<file path="src/rtl/multicycle_ctrl.sv">
// Main controller for the multicycle MIPS-style datapath: Moore FSM whose outputs
// decode the current state, plus mem_ready in the memory states.
module multicycle_ctrl #(
  parameter int unsigned OPW             = 6,
  parameter bit          MEM_WAIT        = 1'b1,
  parameter bit          TRAP_ON_ILLEGAL = 1'b0
) (
  input  logic           clk,
  input  logic           rst_n,
  input  logic [OPW-1:0] opcode,
  input  logic           mem_ready,
  output logic           mem_req,
  output logic           mem_we,
  output logic           iord,
  output logic           ir_write,
  output logic           pc_write,
  output logic           reg_write,
  output logic           branch,
  output logic           branch_ne,
  output logic           reg_dst,
  output logic           mem_to_reg,
  output logic           imm_zext,
  output logic           alu_src_a,
  output logic [1:0]     alu_src_b,
  output logic [1:0]     alu_op,
  output logic [1:0]     pc_src,
  output logic           illegal,
  output logic           retire
);

  localparam logic [OPW-1:0] OP_R    = OPW'('h00);
  localparam logic [OPW-1:0] OP_LW   = OPW'('h23);
  localparam logic [OPW-1:0] OP_SW   = OPW'('h2B);
  localparam logic [OPW-1:0] OP_ADDI = OPW'('h08);
  localparam logic [OPW-1:0] OP_ORI  = OPW'('h0D);
  localparam logic [OPW-1:0] OP_BEQ  = OPW'('h04);
  localparam logic [OPW-1:0] OP_BNE  = OPW'('h05);
  localparam logic [OPW-1:0] OP_J    = OPW'('h02);

  typedef enum logic [3:0] {
    FETCH, DECODE, EXEC, ALUWB, MEMADR, MEMRD, MEMWB, MEMWR,
    IEXEC, IWB, BRANCH, JUMP, ILLEGAL, HALT
  } state_e;

  state_e state_q, state_d;
  logic   rdy;

  assign rdy = MEM_WAIT ? mem_ready : 1'b1;

  always_ff @(posedge clk or negedge rst_n) begin
    if (!rst_n) state_q <= FETCH;
    else        state_q <= state_d;
  end

  always_comb begin
    state_d = state_q;
    case (state_q)
      FETCH:   if (rdy) state_d = DECODE;
      DECODE: begin
        case (opcode)
          OP_R:            state_d = EXEC;
          OP_LW, OP_SW:    state_d = MEMADR;
          OP_ADDI, OP_ORI: state_d = IEXEC;
          OP_BEQ, OP_BNE:  state_d = BRANCH;
          OP_J:            state_d = JUMP;
          default:         state_d = ILLEGAL;
        endcase
      end
      EXEC:    state_d = ALUWB;
      MEMADR:  state_d = (opcode == OP_SW) ? MEMWR : MEMRD;
      MEMRD:   if (rdy) state_d = MEMWB;
      MEMWR:   if (rdy) state_d = FETCH;
      IEXEC:   state_d = IWB;
      ILLEGAL: state_d = TRAP_ON_ILLEGAL ? HALT : FETCH;
      HALT:    state_d = HALT;
      ALUWB, MEMWB, IWB, BRANCH, JUMP: state_d = FETCH;
      default: state_d = FETCH;
    endcase
  end

  // Outputs are forced low while rst_n is low so no write can leak through reset.
  always_comb begin
    mem_req    = 1'b0;
    mem_we     = 1'b0;
    iord       = 1'b0;
    ir_write   = 1'b0;
    pc_write   = 1'b0;
    reg_write  = 1'b0;
    branch     = 1'b0;
    branch_ne  = 1'b0;
    reg_dst    = 1'b0;
    mem_to_reg = 1'b0;
    imm_zext   = 1'b0;
    alu_src_a  = 1'b0;
    alu_src_b  = 2'b00;
    alu_op     = 2'b00;
    pc_src     = 2'b00;
    illegal    = 1'b0;
    retire     = 1'b0;
    if (rst_n) begin
      case (state_q)
        FETCH: begin
          mem_req   = 1'b1;
          alu_src_b = 2'b01;
          ir_write  = rdy;
          pc_write  = rdy;
        end
        DECODE:  alu_src_b = 2'b11;
        EXEC: begin
          alu_src_a = 1'b1;
          alu_op    = 2'b10;
        end
        ALUWB: begin
          reg_write = 1'b1;
          reg_dst   = 1'b1;
          retire    = 1'b1;
        end
        MEMADR: begin
          alu_src_a = 1'b1;
          alu_src_b = 2'b10;
        end
        MEMRD: begin
          mem_req = 1'b1;
          iord    = 1'b1;
        end
        MEMWB: begin
          reg_write  = 1'b1;
          mem_to_reg = 1'b1;
          retire     = 1'b1;
        end
        MEMWR: begin
          mem_req = 1'b1;
          mem_we  = 1'b1;
          iord    = 1'b1;
          retire  = rdy;
        end
        IEXEC: begin
          alu_src_a = 1'b1;
          alu_src_b = 2'b10;
          imm_zext  = (opcode == OP_ORI);
          alu_op    = (opcode == OP_ORI) ? 2'b11 : 2'b00;
        end
        IWB: begin
          reg_write = 1'b1;
          imm_zext  = (opcode == OP_ORI);
          retire    = 1'b1;
        end
        BRANCH: begin
          alu_src_a = 1'b1;
          alu_op    = 2'b01;
          pc_src    = 2'b01;
          branch    = (opcode == OP_BEQ);
          branch_ne = (opcode == OP_BNE);
          retire    = 1'b1;
        end
        JUMP: begin
          pc_write = 1'b1;
          pc_src   = 2'b10;
          retire   = 1'b1;
        end
        ILLEGAL, HALT: illegal = 1'b1;
        default: ;
      endcase
    end
  end

endmodule

</file>
<file path="config.mk">
export PLATFORM = sky130hd
export DESIGN_NAME = multicycle_ctrl
export DESIGN_NICKNAME = d
export VERILOG_FILES = /design/src/rtl/multicycle_ctrl.sv
export SDC_FILE = /design/constraint.sdc
export NUM_CORES = 1
export LEC_CHECK = 0
export BUFFER_PORTS_ARGS = -buffer_cell sky130_fd_sc_hd__buf_2
export CORE_ASPECT_RATIO = 1.4
export CORE_MARGIN = 8
export CORE_UTILIZATION = 35
export DETAILED_ROUTE_END_ITERATION = 7
export HOLD_SLACK_MARGIN = 0.15
export PLACE_DENSITY_LB_ADDON = 0.25
export SLEW_MARGIN = 20
export SYNTH_ARGS = -nofsm -noshare
export SYNTH_HDL_FRONTEND = slang
export SYNTH_SLANG_ARGS = --single-unit
</file>
<file path="constraint.sdc">
create_clock -name clk -period 2.1 [get_ports clk]
set_input_delay 0.105 -clock clk [delete_from_list [all_inputs] [get_ports clk]]
set_output_delay 0.105 -clock clk [all_outputs]
set_load 0.005 [all_outputs]
</file>
==> results.sh <==
export IMPL_seq_power_share=0.129
export IMPL_start_util=0.357
export IMPL_rows=19
export IMPL_syn_mean_instance_area_um2=6.73
export IMPL_synth_seq_cells=4
export IMPL_htree_num_levels=1
export IMPL_first_global_vias=806
export IMPL_cp_start_kind="flip-flop"
export IMPL_slowest_delay_ps=360
export IMPL_drive_above_1_share=0.315
export IMPL_grt_util_all_layers=0.115
export IMPL_clkSinkCount=4
export IMPL_ys_warnings_count=0
export IMPL_cp_end_kind="output port"
export IMPL_grt_max_degree=23
export IMPL_post_cts_buffers=0
export IMPL_finalMaxSlewViolations=0
export IMPL_largest_reg_flops=4
export IMPL_syn_num_nets=110
export IMPL_cts_resized=0
export IMPL_drc=0
export IMPL_cts_buffers=3
export IMPL_crit_required_ps=2000
export IMPL_num_io_pins=29
export IMPL_combPwrFrac=0.783
export IMPL_first_pass_iters=4
export IMPL_maxCapViolations=0
export IMPL_crit_fanout=22
export IMPL_yosysSeqAreaShare=0.147
export IMPL_clockBufferDepth=2
export IMPL_peakVddDrop_v=0.000848
export IMPL_skew_ps=0.167
export IMPL_timing_fmax_ghz=0.533
export IMPL_num_antenna_cells=0
export IMPL_path_clk_slew_ps=30
export IMPL_hold_class="primary input to flip-flop"
export IMPL_p_sw_mw=0.507
export IMPL_cellPowerDensity_mw_per_mm2=1170
export IMPL_numPortBuffers=28
export IMPL_place_congestion=0.822
export IMPL_syn_inst=101
export IMPL_layout_nets=141
export IMPL_p_int_mw=0.529
export IMPL_fin_tns_setup_ps=0
export IMPL_vias=823
export IMPL_grt_overflow=0
export IMPL_arrival_ps=1770
export IMPL_period_share=0.893
export IMPL_rsz0062_at_grt="no"
export IMPL_path_cells="buf_4 -> nand2b_1 -> nor3b_1 -> nand3_1 -> nor3_1 -> buf_2"
export IMPL_slowest_stage="dfrtp_1"
export IMPL_antenna_found_initial=0
export IMPL_routed_via_density=5.45
export IMPL_die_area_mm2=0.00363
export IMPL_synth_area_um2=679
export IMPL_status="completed"
export IMPL_layout_common_cells="28 x buf_2, 12 x nor2_1, 8 x nand2_1"
export IMPL_drt_iter0_drc=12
export IMPL_top_register="state_q"
export IMPL_wl_per_cell_um=13.5
export IMPL_crit_type="flip-flop to output port"
export IMPL_slew_headroom=0.665
export IMPL_finalSetupViolCount=0
export IMPL_worstMarginPinSlew_ps=495
export IMPL_switching_share=0.490
export IMPL_finalWorstPathRequiredPeriod_ps=1880
export IMPL_grt_pass1_wl_mm=3.35
export IMPL_cts_root_buffer="clkbuf_4"
export IMPL_wirelength_mm=2.03
export IMPL_cts_tree="built"
export IMPL_leakagePower_nw=0.410
export IMPL_dp_hpwl_mm=1.62
export IMPL_core_mm2=0.00190
export IMPL_hold_viol_final=0
export IMPL_pwr_share_clk=0.088
export IMPL_die_w_um=53.2
export IMPL_layout_commonest_cell="buf_2"
export IMPL_top_regs="state_q: 4 flops"
export IMPL_clkLatencyLatePin_ps=230
export IMPL_fin_util=0.465
export IMPL_yosysUniqueCellTypes=37
export IMPL_ant_nets=0
export IMPL_dieHeight_um=68.1
export IMPL_areaGrowthSynthToFinish_pct=30.2
power by group through the flow:
stage / clock (mW) / combinational (mW) / sequential [mW]
after detailed placement: 0 / 0.815 / 0.134
after global routing: 0.102 / 0.903 / 0.138
final: 0.0907 / 0.811 / 0.134
after global placement: 0 / 0.801 / 0.132
after CTS: 0.0971 / 0.821 / 0.133
after floorplan: 0 / 0.604 / 0.135
critical path, delay by kind of cell, from the launching register on:
family	cells	cell delay [ps]
AND/OR/NAND/NOR	4	830
buffers and inverters	2	330
flip-flops	1	360
area by class of cell:
type | instances | area (um2)
sequential | 4 | 100
clock buffer | 3 | 22.5
timing repair buffer | 35 | 198
tap | 21 | 26.3
multi-input combinational | 85 | 527
fill | 223 | 1020
inverter | 3 | 11.3
synth_stat cells (all sizes together):
library cell	count	share of area
or3	1	0.0092
o21a	1	0.011
o22a	1	0.013
o21ai	5	0.037
nand3	2	0.015
nand2b	5	0.046
dfrtp	4	0.15
o221ai	1	0.013
a221oi	2	0.026
or4b	1	0.020
nor4	2	0.018
nor3	7	0.052
nor2	12	0.066
xnor2	3	0.039
a32oi	1	0.013
a211oi	1	0.011
nor4b	1	0.013
o211ai	1	0.011
o41ai	2	0.026
clkbuf	2	0.011
or2	2	0.018
a22oi	1	0.011
a2111oi	1	0.022
a21oi	6	0.044
and4	1	0.013
nor2b	7	0.064
nor3b	2	0.022
and2	2	0.018
buf	7	0.050
or4bb	1	0.017
inv	3	0.017
nand2	8	0.044
or4	1	0.011
o32ai	1	0.024
and3	3	0.028
through the flow:
step / hold WS, ps / instances / power (mW) / setup slack, ps / instance area, um2
after floorplan: -191 / 101 / 0.739 / 528 / 679
after global placement: -21.5 / 146 / 0.932 / 418 / 842
after detailed placement: -16.4 / 146 / 0.949 / 426 / 842
after CTS: 190 / 151 / 1.05 / 185 / 885
after global routing: 211 / 151 / 1.14 / 9.73 / 885
final: 193 / 151 / 1.04 / 224 / 885
cell families after synthesis:
logic type                Yosys count  share of synthesized area
AOI/OAI and AO/OA                  24                      0.262
buffers and inverters              12                     0.0773
DFF                                 4                      0.147
xor gates and xnor gates            3                     0.0387
and+or+nand+nor                    58                      0.475
path summary, 6_finish.rpt:
path	startpoint	endpoint	slack, ps	cells after the start
setup / recovery	state_q[2]	branch	220	6
hold / removal	opcode[1]	state_q[0]	190	3
setup reg to reg	state_q[3]	state_q[1]	430	4
hold reg to reg	state_q[2]	state_q[0]	570	2
max in group asynchronous	rst_n	state_q[0]	1620	2
min in group asynchronous	rst_n	state_q[3]	280	2
what timing repair did:
| action | CTS | global route |
|---|---|---|
| endpoints found under the hold margin | 5 | 0 |
| setup endpoints to repair | 0 | 0 |
| hold buffers | 2 | 0 |
layer usage:
metal	GRT usage	share of wire	wire length (um)	vias to the layer above
li1	-	-	-	426
met1	0.128	0.40	820	378
met2	0.216	0.55	1110	19
met3	0.0130	0.050	101	0
met4	0.0380	0	0	0
met5	0	0	0	-
No activity file was read; power rests on OpenSTA's default activity.
